`config.mk`:
```
export PLATFORM = sky130hd
export DESIGN_NAME = ifu_flat
export DESIGN_NICKNAME = d
export VERILOG_FILES = /design/src/rtl/riscv_pkg.sv /design/src/rtl/ifu_if.sv /design/src/rtl/ifu.sv /design/src/flat_wrapper.sv
export SDC_FILE = /design/constraint.sdc
export NUM_CORES = 1
export LEC_CHECK = 0
export BUFFER_PORTS_ARGS = -buffer_cell sky130_fd_sc_hd__buf_2
export CORE_ASPECT_RATIO = 0.6
export CORE_MARGIN = 5
export CORE_UTILIZATION = 40
export DETAILED_ROUTE_END_ITERATION = 7
export PLACE_DENSITY = 0.79
export SLEW_MARGIN = 20
export SYNTH_ARGS = -nofsm -noshare
export SYNTH_HDL_FRONTEND = slang
export SYNTH_SLANG_ARGS = --single-unit
```
`constraint.sdc`:
```
create_clock -name clk -period 4.8 [get_ports clk]
set_input_delay 0.24 -clock clk [delete_from_list [all_inputs] [get_ports clk]]
set_output_delay 0.24 -clock clk [all_outputs]
set_load 0.03 [all_outputs]
```
`src/rtl/riscv_pkg.sv`:
```
// Shared definitions for the instruction fetch unit: widths, reset vector,
// fetch FSM states and the ebreak encoding.
package riscv_pkg;

    localparam int          INSTR_SIZE       = 32;
    localparam logic [63:0] RESET_PC_DEFAULT = 64'h0000_0000_8000_0000;
    localparam logic [31:0] EBREAK           = 32'h0010_0073;

    // Fetch sequencer: request, wait for the word, present it, or stop for good.
    typedef enum logic [1:0] {
        FETCH = 2'd0,
        WAIT  = 2'd1,
        HOLD  = 2'd2,
        HALT  = 2'd3
    } ifu_state_e;

    // A fetch target must be word aligned; only the two low address bits matter.
    function automatic logic is_misaligned(input logic [1:0] addr_low);
        return addr_low != 2'b00;
    endfunction

endpackage

```
`src/rtl/ifu_if.sv`:
```
// Instruction memory request/response channel between the fetch unit
// (master) and the instruction memory (slave).
interface ifu_if #(
    parameter int INSTR_SIZE = riscv_pkg::INSTR_SIZE
);
    logic                  imem_req_valid;
    logic                  imem_req_ready;
    logic [63:0]           imem_addr;
    logic                  imem_rsp_valid;
    logic [INSTR_SIZE-1:0] imem_rsp_data;

    modport master (
        output imem_req_valid,
        output imem_addr,
        input  imem_req_ready,
        input  imem_rsp_valid,
        input  imem_rsp_data
    );

    modport slave (
        input  imem_req_valid,
        input  imem_addr,
        output imem_req_ready,
        output imem_rsp_valid,
        output imem_rsp_data
    );
endinterface

```
`src/rtl/ifu.sv`:
```
// Instruction fetch unit: issues one fetch at a time, holds the returned word
// for the decode stage, and computes the next pc from the decode feedback
// (sequential, redirect, or halt on ebreak / misaligned target).
module ifu
    import riscv_pkg::*;
#(
    parameter logic [63:0] RESET_PC   = RESET_PC_DEFAULT,
    parameter int          INSTR_SIZE = riscv_pkg::INSTR_SIZE
) (
    input  logic                  clk,
    input  logic                  rst,
    ifu_if.master                 imem,
    output logic [INSTR_SIZE-1:0] instr,
    output logic                  instr_valid,
    input  logic                  instr_ready,
    output logic [63:0]           pc_o,
    input  logic                  redirect_en,
    input  logic [63:0]           redirect_pc,
    input  logic                  ebreak,
    output logic                  halted,
    output logic                  fetch_misalign
);

    ifu_state_e            state_reg, state_next;
    logic [63:0]           pc_reg, pc_next;
    logic [INSTR_SIZE-1:0] instr_reg, instr_next;
    logic [63:0]           pc_o_reg, pc_o_next;
    logic                  misalign_reg, misalign_next;

    // State and datapath registers; reset is asynchronous so outputs clear at once.
    always_ff @(posedge clk or posedge rst) begin
        if (rst) begin
            state_reg    <= FETCH;
            pc_reg       <= RESET_PC;
            instr_reg    <= '0;
            pc_o_reg     <= '0;
            misalign_reg <= 1'b0;
        end else begin
            state_reg    <= state_next;
            pc_reg       <= pc_next;
            instr_reg    <= instr_next;
            pc_o_reg     <= pc_o_next;
            misalign_reg <= misalign_next;
        end
    end

    // Next-state and next-pc decisions; feedback from decode only matters at accept.
    always_comb begin
        state_next    = state_reg;
        pc_next       = pc_reg;
        instr_next    = instr_reg;
        pc_o_next     = pc_o_reg;
        misalign_next = misalign_reg;

        case (state_reg)
            FETCH: begin
                if (imem.imem_req_ready) begin
                    state_next = WAIT;
                end
            end
            WAIT: begin
                // Responses are only meaningful here; anything arriving in other
                // states is a stale or spurious beat and is dropped.
                if (imem.imem_rsp_valid) begin
                    instr_next = imem.imem_rsp_data;
                    pc_o_next  = pc_reg;
                    state_next = HOLD;
                end
            end
            HOLD: begin
                if (instr_ready) begin
                    if (ebreak) begin
                        // ebreak wins over any redirect; pc is left where it was.
                        state_next = HALT;
                    end else if (redirect_en && is_misaligned(redirect_pc[1:0])) begin
                        misalign_next = 1'b1;
                        state_next    = HALT;
                    end else begin
                        pc_next    = redirect_en ? redirect_pc : (pc_reg + 64'd4);
                        state_next = FETCH;
                    end
                end
            end
            HALT: begin
                state_next = HALT;
            end
            default: begin
                state_next = FETCH;
            end
        endcase
    end

    // Request is masked while reset is held so nothing is issued during reset.
    assign imem.imem_req_valid = (state_reg == FETCH) && !rst;
    assign imem.imem_addr      = pc_reg;

    assign instr          = instr_reg;
    assign pc_o           = pc_o_reg;
    assign instr_valid    = (state_reg == HOLD);
    assign halted         = (state_reg == HALT);
    assign fetch_misalign = misalign_reg;

endmodule

```
`src/flat_wrapper.sv`:
```
// flat-port wrapper written by rule: the top's interface ports become plain ports
module ifu_flat import riscv_pkg::*;
#(
    parameter logic [63:0] RESET_PC   = RESET_PC_DEFAULT,
    parameter int          INSTR_SIZE = riscv_pkg::INSTR_SIZE
)
  (clk, rst, instr, instr_valid, instr_ready, pc_o, redirect_en, redirect_pc, ebreak, halted, fetch_misalign, imem_imem_req_valid, imem_imem_addr, imem_imem_req_ready, imem_imem_rsp_valid, imem_imem_rsp_data);
  ifu_if #(.INSTR_SIZE(INSTR_SIZE)) imem_i ();
  input  logic clk;
  input  logic rst;
  output logic [INSTR_SIZE-1:0] instr;
  output logic instr_valid;
  input  logic instr_ready;
  output logic [63:0] pc_o;
  input  logic redirect_en;
  input  logic [63:0] redirect_pc;
  input  logic ebreak;
  output logic halted;
  output logic fetch_misalign;
  output wire logic [$bits(imem_i.imem_req_valid)-1:0] imem_imem_req_valid;
  output wire logic [$bits(imem_i.imem_addr)-1:0] imem_imem_addr;
  input wire logic [$bits(imem_i.imem_req_ready)-1:0] imem_imem_req_ready;
  input wire logic [$bits(imem_i.imem_rsp_valid)-1:0] imem_imem_rsp_valid;
  input wire logic [$bits(imem_i.imem_rsp_data)-1:0] imem_imem_rsp_data;
  assign imem_imem_req_valid = imem_i.imem_req_valid;
  assign imem_imem_addr = imem_i.imem_addr;
  assign imem_i.imem_req_ready = imem_imem_req_ready;
  assign imem_i.imem_rsp_valid = imem_imem_rsp_valid;
  assign imem_i.imem_rsp_data = imem_imem_rsp_data;
  ifu #(.RESET_PC(RESET_PC), .INSTR_SIZE(INSTR_SIZE)) u_core (.clk(clk), .rst(rst), .imem(imem_i), .instr(instr), .instr_valid(instr_valid), .instr_ready(instr_ready), .pc_o(pc_o), .redirect_en(redirect_en), .redirect_pc(redirect_pc), .ebreak(ebreak), .halted(halted), .fetch_misalign(fetch_misalign));
endmodule
```
==> reports/qor.yml, run 1 <==
timing:
  fmax_mhz: 367
  post-route-min-period_ns: 2.73
  tightest_slew_ns: 0.964
  setup_ws_ns: 2.07
  slew_headroom: 0.352
  finalSetupTns_ns: 0
  post-route-period-util: 0.568
  setup_viol: 0
  fin_skew_ns: 0.00937
  finalHoldViolCount: 0
  rsz0062_at_grt: "false"
  maxSlewViolCount: 0
routing:
  via_count: 7458
  drt_first_pass_iters: 5
  avgViaCountPerCell: 5.73
  routedWlPerCell_um: 20.2
  drt_iter0_markers: 510
  drt_wl_total_um: 26300
  drc: 0
  postRouteAntennaNets: 0
synth:
  yosysSeqAreaShare: 0.508
  ys_ff_latch: 163
  synth_area_leader_cell: "dfrtp_1"
  synthArstFlopShare: 1.00
  synth.distinct_cells: 60
  syn_avg_cell_area_um2: 10.3
  synth.top_cell.area_share: 0.504
  ys.flop_type: "dfrtp_1"
  synth-edff-count: 0
  synth_cells: 777
  synth_fp_nets: 881
  yosysWarnings: 0
  ys_top_cells_by_area: "dfrtp_1 50%, mux2_2 12%, o21ai_0 2.9%"
  synth_area_mm2: 0.00804
cells_and_area:
  fin_area_mm2: 0.0102
  drive_above_1_share: 0.397
  stdcell_count: 1301
  fin_nets: 1119
  syn2layout_area_growth_pct: 27.1
  final_common_cell: "buf_2"
  fillers: 1848
  postLayoutCoreUtil: 0.514
  final_cell_mix: "266 x buf_2, 162 x dfrtp_1, 88 x mux2_2, 58 x nand2_1, 46 x o21ai_0"
place:
  dp.cells: 1268
  port_buffers: 266
  dp_hpwl_um: 19100
  gp_congestion: 0.877
  dpl_cell_area_mm2: 0.00959
  pre_cts_slack_ns: 2.12
clock_network:
  cts_tree: "yes"
  cts_buffers: 17
  cts_setup_buffers: 0
  clock_path_buffers: 2
  cts.hold.buffers_added: 1
  h-tree-depth: 4
  worstSkewPairLatency_ns: 0.43
  clock_sinks: 163
  clk_pin_slew_ns: 0.06
  clock-root-buffer: "clkbuf_16"
  ctsResizeCount: 0
job:
  max_cap_viol_count: 0
worst_hold_path:
  min_path_cells: 2
  hp-class: "in2reg"
pwr:
  p_seq_frac: 0.429
  p_sw_frac: 0.311
  power_switching_mw: 1.18
  irDropWorstVdd_mv: 0.233
  p_int_mw: 2.63
  powerDensity_mw_per_mm2: 373
  combPwrFrac: 0.191
  clkPwrFrac: 0.380
  power_leakage_nw: 5.01
floorplanning:
  std_cell_rows: 40
  initial_utilization: 0.404
  core_area_mm2: 0.0199
  die_area_mm2: 0.0231
  die_w_um: 193
  io_pins: 267
  die_y_um: 120
setup_path:
  path_class: "reg2reg"
  rrSetupSlack_ns: 2.07
  cp_max_fo: 10
  rr_worst_depth: 5
  worst_ep_arrival_time_ns: 2.99
  required_ns: 5.07
  end_kind: "register"
  worst_setup_path_start_kind: "register"
global_routing:
  antenna_found_initial: 8
  grt_pass1_wl_um: 41200
  grt.total_usage: 0.228
  grt_overflow_total: 0
  grt_pass1_vias: 7082
  grt_max_degree: 79
run_status:
  outcome: "finished, final reports clean"
[kinds of logic after synthesis]
family                   after synthesis  share of synthesized area
AO/OA/AOI/OAI                        171                      0.137
adder cells (fa/ha/maj)                1                    0.00156
buffers and inverters                 76                     0.0367
flip-flops                           163                      0.508
multiplexers                         103                      0.142
AND/OR/NAND/NOR                      263                      0.175
[worst max-delay path, stage by stage, from the launching register on]
cell and delay [ns]:
dfrtp_1 0.51, nand4_2 0.25, or4_1 0.85, nor4_4 0.51
nor4b_1 0.31, a211oi_1 0.13
[cells in the mapped netlist (all sizes together) (2+ instances only)]
cell / n
nand2b: 3
o2bb2ai: 6
a31o: 2
o31ai: 3
o22ai: 17
o311ai: 2
nor2b: 6
o211ai: 4
o22a: 2
nor3: 25
nor2: 38
a311oi: 5
a31oi: 5
or2: 3
a211oi: 5
inv: 17
buf: 10
nand3: 39
a21oi: 39
a32oi: 2
or3: 9
nand3b: 2
o21a: 4
mux2: 88
and4: 9
and3: 12
nand4: 28
and2: 3
dfrtp: 162
a2bb2oi: 3
o221ai: 3
clkbuf: 49
mux2i: 15
nor4b: 3
nand2: 58
o21ai: 46
a221oi: 5
or4: 6
a22oi: 6
o41ai: 2
nor4: 17
[metrics by stage]
stage	total power, mW	hold WS, ns
3_5_place_dp	2.39	0.433
2_1_floorplan	2.12	0.375
6_report	3.81	0.0440
5_1_grt	3.98	0.0221
4_1_cts	3.86	0.0224
3_3_place_gp	2.38	0.430
[layer usage]
layer	vias to the layer above	wire [um]	GRT usage	share of wire
met3	36	2960	0.0843	0.11
met1	3620	11700	0.333	0.45
met2	398	11200	0.324	0.43
met4	14	284	0.0500	0.011
met5	-	90	0	0.0034
li1	3390	-	-	-
[power groups by stage]
stage | sequential (mW) | clock (mW) | combinational (mW)
2_1_floorplan | 1.93 | 0 | 0.194
3_3_place_gp | 1.65 | 0 | 0.726
3_5_place_dp | 1.66 | 0 | 0.735
4_1_cts | 1.64 | 1.48 | 0.736
5_1_grt | 1.66 | 1.54 | 0.779
6_report | 1.64 | 1.45 | 0.727
[layout make-up]
cell class	count	area (um^2)	area share
flip-flops and latches	163	4080	0.399
multi-input cells	538	3680	0.361
repair buffers	278	1420	0.139
clock buffers	19	433	0.0424
well taps	273	342	0.0334
clock inverters	12	183	0.0179
inverters	17	68.8	0.00674
diodes	1	2.50	0.000245
[final timing paths]
check,to,start
hold / removal,u_core.instr[20],imem_imem_rsp_data[20]
max in group asynchronous,u_core.instr[28],rst
min in group asynchronous,u_core.instr[31],rst
hold reg to reg,u_core.pc_o[49],u_core.pc_o[49]
setup / recovery,u_core.imem.imem_addr[59],u_core.imem.imem_addr[9]
setup reg to reg,u_core.imem.imem_addr[59],u_core.imem.imem_addr[9]
Power figures use the tool's default switching activity.
==> run 2, diff against run 1 <==
--- a/config.mk
+++ b/config.mk
@@ -10,7 +10,7 @@
 export CORE_MARGIN = 5
 export CORE_UTILIZATION = 40
 export DETAILED_ROUTE_END_ITERATION = 7
-export PLACE_DENSITY = 0.79
+export PLACE_DENSITY = 0.77
 export SLEW_MARGIN = 20
 export SYNTH_ARGS = -nofsm -noshare
 export SYNTH_HDL_FRONTEND = slang
==> constraint.sdc (replaced) <==
create_clock -name clk -period 2.6 [get_ports clk]
set_input_delay 0.13 -clock clk [delete_from_list [all_inputs] [get_ports clk]]
set_output_delay 0.13 -clock clk [all_outputs]
set_load 0.03 [all_outputs]
==> reports/qor.yml, run 2 (same netlist as run 1, synthesis figures left out) <==
run_status:
  outcome: "finished, final reports clean"
global_routing:
  grt_pass1_vias: 7558  # +6.7%
  grt_pass1_wl_um: 43600  # +5.8%
  grt.total_usage: 0.244  # +0.0157
  antenna_found_initial: 3  # -5
  grt_max_degree: 96  # +22%
  grt_overflow_total: 0  # unchanged
routing:
  drt_wl_total_um: 28700  # +9.0%
  drc: 0  # unchanged
  via_count: 7938  # +6.4%
  postRouteAntennaNets: 0  # unchanged
  avgViaCountPerCell: 5.65  # -1.4%
  drt_first_pass_iters: 6  # +1
  routedWlPerCell_um: 20.4  # +0.97%
  drt_iter0_markers: 728  # +43%
timing:
  finalSetupTns_ns: 0  # unchanged
  finalHoldViolCount: 0  # unchanged
  fmax_mhz: 418  # +14%
  post-route-min-period_ns: 2.39  # -0.337 ns
  rsz0062_at_grt: "false"
  post-route-period-util: 0.920  # +0.351
  fin_skew_ns: 0.0189  # +0.00950 ns
  slew_headroom: 0.451  # +0.0992
  setup_ws_ns: 0.209  # -1.86 ns
  maxSlewViolCount: 0  # unchanged
  tightest_slew_ns: 0.821  # -0.143 ns
  setup_viol: 0  # unchanged
pwr:
  irDropWorstVdd_mv: 0.558  # +140%
  powerDensity_mw_per_mm2: 624  # +67%
  power_leakage_nw: 5.48  # +9.3%
  finalPower_mw: 6.97  # +83%
clock_network:
  cts_buffers: 17  # unchanged
  clock_path_buffers: 2  # unchanged
  worstSkewPairLatency_ns: 0.45  # +0.02 ns
  h-tree-depth: 4  # unchanged
  clock-root-buffer: "clkbuf_16"
  cts_tree: "yes"
  clk_pin_slew_ns: 0.07  # about the same
  clock_sinks: 163  # unchanged
cells_and_area:
  syn2layout_area_growth_pct: 38.9
  stdcell_count: 1404  # +7.9%
  fin_nets: 1221  # +9.1%
  final_cell_mix: "266 x buf_2, 162 x dfrtp_1, 88 x mux2_2, 64 x dlygate4sd3_1, 58 x nand2_1"
  multi_input_area_mm2: 0.00369  # +0.10%
  fillers: 1762  # -4.7%
  fin_area_mm2: 0.0112  # +9.2%
  drive_above_1_share: 0.399  # +0.00184
  sequential_cell_area_mm2: 0.00408  # unchanged
  final_common_cell: "buf_2"
setup_path:
  end_kind: "register"
  r2r-end: "u_core.imem.imem_addr[30]"
  worst_ep_arrival_time_ns: 2.72  # -0.27 ns
  worst_setup_path_start_kind: "register"
  rrSetupSlack_ns: 0.21  # -1.86 ns
  path_class: "reg2reg"
  rr_worst_depth: 7  # +2
  cp_max_fo: 6  # -4
  required_ns: 2.93  # -2.14 ns
  r2r-start: "u_core.imem.imem_addr[3]"
place:
  dpl_cell_area_mm2: 0.00994  # +3.7%
  dp.cells: 1305  # +2.9%
  dp_hpwl_um: 20300  # +5.9%
  gp_congestion: 0.870  # -0.72%
  port_buffers: 266  # unchanged
  pre_cts_slack_ns: 0.111  # -2.01 ns
job:
  max_cap_viol_count: 0  # unchanged
floorplanning:
  core_area_mm2: 0.0199  # unchanged
  io_pins: 267  # unchanged
  die_area_mm2: 0.0231  # unchanged
  die_y_um: 120  # unchanged
  initial_utilization: 0.404  # unchanged
  die_w_um: 193  # unchanged
  std_cell_rows: 40  # unchanged
worst_hold_path:
  whs_endpoint: "u_core.imem.imem_addr[23]"
  worstHoldStart: "redirect_pc[23]"
  min_path_cells: 3  # +1
  hp-class: "in2reg"
run 2: changes by cell type in the layout (fill, tap and decap cells not counted), sizes merged:
cell         previous run  this run
dlygate4sd3             1        64
buf                   277       316
inv                    18        23
bufinv                  4         0
clkinv                  4         6
clkbuf                 19        18
clkinvlp                3         2
run 2: report_power, final:
group	total, mW	switching, mW	internal [mW]	leakage, nW
registers	2.98	0.180	2.80	2.13
clock network	2.45	1.17	1.28	0.275
logic	1.54	0.990	0.546	3.08
run 2: routing by layer:
layer  vias up  global-route usage  share of wire
met5         -                   0         0.0011
met4         4              0.0650          0.019
met3        47              0.0910           0.11
met2       459               0.345           0.42
met1      3830               0.351           0.45
li1       3598                   -              -
run 2: layout make-up:
cell class                 instances  area share
antenna                            1    0.000224
clock buffer                      18      0.0393
clock inverter                    14      0.0108
inverter                          17     0.00605
multi-input combinational        538       0.330
sequential                       163       0.366
tap                              273      0.0306
timing repair buffer             380       0.217
run 2: worst max-delay path, stage by stage (launching register included):
cell      delay [ns]
dfrtp_1         0.40
ha_1            0.25
nand4_1         0.18
or4_1           0.52
buf_4           0.20
o311ai_0        0.32
o41ai_1         0.13
a221o_1         0.28
run 2: worst max-delay path by stage:
stage / from / end / slack (ns) / cells after the start
floorplan: u_core.imem.imem_addr[2] / u_core.imem.imem_addr[54] / 0.11 / 7
global placement: u_core.imem.imem_addr[15] / u_core.imem.imem_addr[59] / 0.15 / 5
detailed placement: u_core.imem.imem_addr[15] / u_core.imem.imem_addr[59] / 0.11 / 5
CTS: u_core.imem.imem_addr[15] / u_core.imem.imem_addr[59] / 0.08 / 5
global route: u_core.imem.imem_addr[15] / u_core.imem.imem_addr[59] / 0.05 / 5
finish: u_core.imem.imem_addr[3] / u_core.imem.imem_addr[30] / 0.21 / 7
run 2: stage by stage:
step	util	hold WS, ns
finish	0.562	0.0129
global route	0.562	0.0131
CTS	0.560	0.00651
detailed placement	0.500	0.159
global placement	0.500	0.155
floorplan	-	0.265
run 2: what timing repair did:
| action | in CTS | in global routing |
|---|---|---|
| setup endpoints to repair | 0 | 6 |
| buffers inserted | 0 | 2 |
| hold endpoints to repair | 72 | 1 |
| gates resized for setup | 0 | 1 |
| hold buffers | 63 | 1 |
